`config.mk`:
```
export PLATFORM = sky130hd
export DESIGN_NAME = config_initiator
export DESIGN_NICKNAME = d
export VERILOG_FILES = /design/src/rtl/config_initiator.sv
export SDC_FILE = /design/constraint.sdc
export NUM_CORES = 1
export LEC_CHECK = 0
export ABC_AREA = 1
export BUFFER_PORTS_ARGS = -buffer_cell sky130_fd_sc_hd__buf_2
export CAP_MARGIN = 25
export CORE_AREA = 8 8 129 131
export DETAILED_ROUTE_END_ITERATION = 10
export DIE_AREA = 0 0 137 139
export GPL_ROUTABILITY_DRIVEN = 0
export PLACE_DENSITY = 0.86
export SYNTH_ARGS = -nofsm -noshare
export SYNTH_HDL_FRONTEND = slang
export SYNTH_SLANG_ARGS = --single-unit
```
`constraint.sdc`:
```
create_clock -name clk_i -period 6 [get_ports clk_i]
set_clock_uncertainty 0.15 [all_clocks]
set_input_delay 0.3 -clock clk_i [delete_from_list [all_inputs] [get_ports clk_i]]
set_output_delay 0.3 -clock clk_i [all_outputs]
set_load 0.01 [all_outputs]
```
`src/rtl/config_initiator.sv`:
```
// ============================================================================
// config_initiator
// ----------------------------------------------------------------------------
// Host-side initiator for the smart-home configuration port. Configuration
// words (2-bit password + 35-bit confdata) are queued in a small FIFO and
// played out one at a time to the control unit as a request/confirm
// transaction:
//
//   IDLE -> REQ -> PWD -> DAT -> WAIT -> IDLE
//
// The control unit's 3-bit debug state is the completion status. CU_IDLE
// means the word was accepted (done). CU_LOCK means the password was
// rejected (err).
//
// Optional feature macro: CFGI_TIMEOUT_EN
//   defined   : a watchdog counter in WAIT raises err and drops the word
//               after TIMEOUT cycles with no resolution.
//   undefined : WAIT holds until the control unit resolves.
//
// Ports
//   clk_i          clock, rising edge
//   arst_i         synchronous active-high reset
//   push_valid_i   enqueue request
//   push_ready_o   queue not full
//   push_pw_i      password for the queued word
//   push_data_i    confdata for the queued word
//   cu_state_i     control-unit state (dbg_state)
//   request_o      transaction-start pulse to the control unit
//   confirm_o      phase-confirm pulse to the control unit
//   password_o     password bus (zero outside PWD)
//   confdata_o     configuration data bus (zero outside DAT)
//   busy_o         transaction in flight
//   done_o         1-cycle pulse: word accepted
//   err_o          1-cycle pulse: word rejected or timed out
//   count_o        number of queued words
// ============================================================================
module config_initiator #(
    parameter int         DEPTH   = 4,
    parameter int         GAP     = 2,
    parameter logic [2:0] CU_IDLE = 3'b000,
    parameter logic [2:0] CU_LOCK = 3'b111
`ifdef CFGI_TIMEOUT_EN
    ,
    parameter int         TIMEOUT = 64
`endif
) (
    input  logic                     clk_i,
    input  logic                     arst_i,
    input  logic                     push_valid_i,
    output logic                     push_ready_o,
    input  logic [1:0]               push_pw_i,
    input  logic [34:0]              push_data_i,
    input  logic [2:0]               cu_state_i,
    output logic                     request_o,
    output logic                     confirm_o,
    output logic [1:0]               password_o,
    output logic [34:0]              confdata_o,
    output logic                     busy_o,
    output logic                     done_o,
    output logic                     err_o,
    output logic [$clog2(DEPTH):0]   count_o
);

    localparam int AW = $clog2(DEPTH);
    localparam int CW = AW + 1;
    localparam int GW = $clog2(GAP + 1);
`ifdef CFGI_TIMEOUT_EN
    localparam int TW = $clog2(TIMEOUT + 1);
`endif

    typedef enum logic [2:0] {
        IDLE = 3'd0,
        REQ  = 3'd1,
        PWD  = 3'd2,
        DAT  = 3'd3,
        WAIT = 3'd4
    } state_e;

    state_e          state_q, state_d;

    logic [36:0]     mem_q [DEPTH];
    logic [AW-1:0]   wrPtr_q;
    logic [AW-1:0]   rdPtr_q;
    logic [CW-1:0]   count_q;

    logic [1:0]      holdPw_q, holdPw_d;
    logic [34:0]     holdData_q, holdData_d;
    logic [GW-1:0]   gapCnt_q, gapCnt_d;
    logic            done_q, done_d;
    logic            err_q, err_d;
`ifdef CFGI_TIMEOUT_EN
    logic [TW-1:0]   waitCnt_q, waitCnt_d;
`else
    logic            waitFirst_q, waitFirst_d;
`endif

    logic            pushFire;
    logic            popFire;
    logic            gapDone;

    // push_ready depends only on the registered count, so a pop in the same
    // cycle never opens a slot for that cycle's push.
    assign push_ready_o = (count_q != CW'(DEPTH));
    assign pushFire     = push_valid_i && push_ready_o;
    assign gapDone      = (gapCnt_q == GW'(GAP));

    // Queue storage. It has no reset because the pointers and count define
    // which entries are valid.
    always_ff @(posedge clk_i) begin
        if (pushFire) begin
            mem_q[wrPtr_q] <= {push_pw_i, push_data_i};
        end
    end

    // Queue pointers and occupancy. The pointers wrap naturally because
    // DEPTH is a power of two.
    always_ff @(posedge clk_i) begin
        if (arst_i) begin
            wrPtr_q <= '0;
            rdPtr_q <= '0;
            count_q <= '0;
        end else begin
            if (pushFire) begin
                wrPtr_q <= wrPtr_q + AW'(1);
            end
            if (popFire) begin
                rdPtr_q <= rdPtr_q + AW'(1);
            end
            case ({pushFire, popFire})
                2'b10:   count_q <= count_q + CW'(1);
                2'b01:   count_q <= count_q - CW'(1);
                default: count_q <= count_q;
            endcase
        end
    end

    // FSM and hold registers. Reset drops any in-flight word silently.
    always_ff @(posedge clk_i) begin
        if (arst_i) begin
            state_q     <= IDLE;
            holdPw_q    <= '0;
            holdData_q  <= '0;
            gapCnt_q    <= '0;
            done_q      <= 1'b0;
            err_q       <= 1'b0;
`ifdef CFGI_TIMEOUT_EN
            waitCnt_q   <= '0;
`else
            waitFirst_q <= 1'b0;
`endif
        end else begin
            state_q     <= state_d;
            holdPw_q    <= holdPw_d;
            holdData_q  <= holdData_d;
            gapCnt_q    <= gapCnt_d;
            done_q      <= done_d;
            err_q       <= err_d;
`ifdef CFGI_TIMEOUT_EN
            waitCnt_q   <= waitCnt_d;
`else
            waitFirst_q <= waitFirst_d;
`endif
        end
    end

    // Next-state logic. done/err are registered so that they pulse in the
    // cycle the FSM is back in IDLE. WAIT ignores cu_state in its first
    // cycle, because the control unit has not yet reacted to the final
    // confirm.
    always_comb begin
        state_d     = state_q;
        holdPw_d    = holdPw_q;
        holdData_d  = holdData_q;
        gapCnt_d    = gapCnt_q;
        done_d      = 1'b0;
        err_d       = 1'b0;
        popFire     = 1'b0;
`ifdef CFGI_TIMEOUT_EN
        waitCnt_d   = waitCnt_q;
`else
        waitFirst_d = waitFirst_q;
`endif

        case (state_q)
            IDLE: begin
                if ((count_q != '0) && (cu_state_i == CU_IDLE)) begin
                    popFire    = 1'b1;
                    holdPw_d   = mem_q[rdPtr_q][36:35];
                    holdData_d = mem_q[rdPtr_q][34:0];
                    state_d    = REQ;
                end
            end
            REQ: begin
                gapCnt_d = '0;
                state_d  = PWD;
            end
            PWD: begin
                if (gapDone) begin
                    gapCnt_d = '0;
                    state_d  = DAT;
                end else begin
                    gapCnt_d = gapCnt_q + GW'(1);
                end
            end
            DAT: begin
                if (gapDone) begin
                    gapCnt_d    = '0;
                    state_d     = WAIT;
`ifdef CFGI_TIMEOUT_EN
                    waitCnt_d   = '0;
`else
                    waitFirst_d = 1'b1;
`endif
                end else begin
                    gapCnt_d = gapCnt_q + GW'(1);
                end
            end
            WAIT: begin
`ifdef CFGI_TIMEOUT_EN
                waitCnt_d = waitCnt_q + TW'(1);
                if ((waitCnt_q != '0) && (cu_state_i == CU_LOCK)) begin
                    err_d   = 1'b1;
                    state_d = IDLE;
                end else if ((waitCnt_q != '0) && (cu_state_i == CU_IDLE)) begin
                    done_d  = 1'b1;
                    state_d = IDLE;
                end else if (waitCnt_q == TW'(TIMEOUT - 1)) begin
                    // err lands TIMEOUT cycles after WAIT entry.
                    err_d   = 1'b1;
                    state_d = IDLE;
                end
`else
                if (waitFirst_q) begin
                    waitFirst_d = 1'b0;
                end else if (cu_state_i == CU_LOCK) begin
                    err_d   = 1'b1;
                    state_d = IDLE;
                end else if (cu_state_i == CU_IDLE) begin
                    done_d  = 1'b1;
                    state_d = IDLE;
                end
`endif
            end
            default: begin
                state_d = IDLE;
            end
        endcase
    end

    // Bus outputs are decoded from the registered state. request and confirm
    // live in disjoint states, so they can never be high together.
    assign request_o  = (state_q == REQ);
    assign confirm_o  = ((state_q == PWD) || (state_q == DAT)) && gapDone;
    assign password_o = (state_q == PWD) ? holdPw_q : 2'b00;
    assign confdata_o = (state_q == DAT) ? holdData_q : 35'd0;
    assign busy_o     = (state_q != IDLE);
    assign done_o     = done_q;
    assign err_o      = err_q;
    assign count_o    = count_q;

endmodule

```
==> impl_results.md <==
- Final cycle utilization of the critical path: 46.06%
- WL/cell: 16.71 µm
- Crit end category: register
- GRT Total Usage: between 10% and 20%
- Final slew viol count: 0
- Arrival time of the worst setup path: 2.93 ns
- Die area: approximately 19,000 µm²
- Detailed Route Iter0 Violations: between 600 and 700
- Post-CTS setup buffer count: 0
- Die X: approximately 140 µm
- Skew-Pair Late Insertion Delay: 0.43 ns
- Seq/Total Area, Yosys: 69.48%
- Syn Area/Cell: between 10 and 15 µm²
- Most common cell after layout, fill and taps aside: nor2_1
- Hold Startpoint: cu_state_i[0]
- Remaining DRCs: 0
- FP Rows: 45
- Worst rel slew slack: approximately half
- Post-synthesis cell type count: 23
- Static leakage: 3.579 nW
- RR Startpoint: state_q[1]
- CTS Root Cell: clkbuf_16
- Worst-path fanout max: 38
- Post-CTS sizing: 0
- Number of global-route vias before repair: approximately 5.7k
- Hold Fails Final Rpt: 0
- Cells after DPL: 994
- CP Launch Type: register
- Vias: 5,687
- Largest net degree at the start of global routing: 78
- Antenna Nets Post-Route: 0
- Setup violations, final: 0
- Clock sink count: 200
- Layout Nets: 913
- Post-CTS Hold Buffers: 38
- WHS Endpoint: done_o
- Post-Syn Area: about 7900 µm²
- Min Clock Period, post-route: 2.764 ns
- Cts bufs inserted: 17
- RR Endpoint: count_o[1]
- First-pass GRT wire length: between 20,000 and 30,000 µm
- Vias per inst: 5.345
- TritonRoute pass-1 iters: 7
- I/O pin count: 89
- Worst Tran Pin Value: approximately 0.78 ns
- Ys Warns: 0
- Outcome: finished, final reports clean
- Clock Tree Buf Depth: 2
- CTS tree: yes
- Area delta synth->final: 20.25%
- Post-DP HPWL: between 10,000 and 15,000 µm
- Drt total wl: 17,780 µm
- Core box area: ~15,000 µm²
- CTS H-tree lvls: 4
- Syn Inst Count: 749
- Die Y-Extent: 139 µm
- VDD IR-drop max: 0.0002368 V
- Most frequent cells in the layout: nor2_1 (241), edfxtp_1 (148), o21ai_0 (117)
- Crit path required time: 6.17 ns
- Hold Path Class: in -> reg
- Initial core utilization: 53.52%
- Pwr Density: about 320 nW/µm²
- Max-cap violations: 0
- Ant. Diodes: 0
- Share of layout cells above drive strength 1: 15.98%
- R2r setup slk: 3.24 ns
- Syn nets: 798
- Initial antenna violation count: 0
- Hold path depth: 4
- Total Negative Setup Slacks: 0 ns
- Clock Pin Slew Worst Setup and Hold Paths: 0.07 ns
- Kind of critical path: reg -> reg
- Gr ovfl total: 0
- R2r worst-path depth: 9
- Seq cells post-synth: 200
- Fmax: 361.8 MHz
- Port Buffers: 88
- Non-filler cells, final: 1,064
- RSZ-0062 raised after global routing: no
==> per-stage QoR <==
| step | setup WS [ns] | hold slack (ns) | power, W | instance area [µm²] | util (%) |
|---|---|---|---|---|---|
| after floorplan | 3.000 | 0.2191 | 0.001864 | 7895 | - |
| after detailed placement | 2.355 | 0.3329 | 0.001982 | 8531 | 57.83 |
| after CTS | 2.405 | 0.004881 | 0.003081 | 9474 | 64.22 |
| after global placement | 2.469 | 0.3142 | 0.001953 | 8443 | 57.23 |
| after global routing | 3.041 | 0.03536 | 0.003196 | 9494 | 64.36 |
| final | 3.236 | 0.01559 | 0.003079 | 9494 | 64.36 |
==> metal layers <==
metal / vias up / GRT usage (%) / share of wire, %
li1: 2730 / - / -
met1: 2664 / 23.33 / 39
met2: 266 / 31.32 / 50
met3: 27 / 4.022 / 8.6
met4: 0 / 8.524 / 1.7
met5: - / 0 / 0
==> how the worst max path moves through the flow <==
stage | start | end | depth (start not counted)
after detailed placement | cu_state_i[0] | count_o[1] | 10
final | state_q[1] | count_o[1] | 9
after CTS | state_q[1] | count_o[1] | 9
after global placement | cu_state_i[0] | count_o[1] | 10
after floorplan | count_o[0] | mem_q[0][0] | 4
after global routing | state_q[1] | count_o[1] | 9
==> final cells by class <==
class	count	area, µm²
Multi-Input combinational cell	451	2028
Tap cell	188	235.2
Inverter	59	221.5
Fill cell	1104	5258
Clock buffer	19	432.9
Clock inverter	12	130.1
Timing Repair Buffer	135	958.4
Sequential cell	200	5488
==> where the power goes <==
part / switching [W] / internal (W) / total (W)
clock network: 0.000485 / 0.000612 / 0.00110
registers: 0.0000410 / 0.00157 / 0.00161
logic: 0.000246 / 0.000123 / 0.000369
==> synthesized netlist by cell type (all sizes together) <==
library cell  count  area share, %
buf              23            1.7
a31oi             1          0.079
nor3              3           0.19
nand3            10           0.70
clkinv            1          0.047
fa                1           0.25
edfxtp          148             56
o21ai           154            9.8
ha                5           0.79
clkbuf           16           0.76
nand2            21            1.0
inv              58            2.8
xor2              1           0.11
dfxtp            52             13
a21oi             9           0.57
nor2            246             12
==> worst max-delay path, cell delays in order, from the launching register on <==
cell	delay, ns
dfxtp_1	0.36
inv_2	0.10
nand2_2	0.10
nor2_4	0.11
nand3_2	0.26
inv_2	0.61
ha_1	0.32
fa_1	0.41
o21ai_0	0.15
a21oi_1	0.06
==> flip-flops by register name (all words and copies together) (netlist names) <==
name         flops
holdPw_q         2
gapCnt_q         2
rdPtr_q          2
count_o          3
waitFirst_q      1
holdData_q      35
wrPtr_q          2
done_o           1
state_q          3
mem_q          148
err_o            1
==> cells by family after synthesis <==
group                    share of synthesized area, %
AO/OA/AOI/OAI                                   10.41
XOR/XNOR                                       0.1110
buffers and inverters                           5.245
AND/OR/NAND/NOR                                 13.71
adder cells (fa/ha/maj)                         1.046
flip-flops                                      69.48
(Power assumes the default switching activity.)
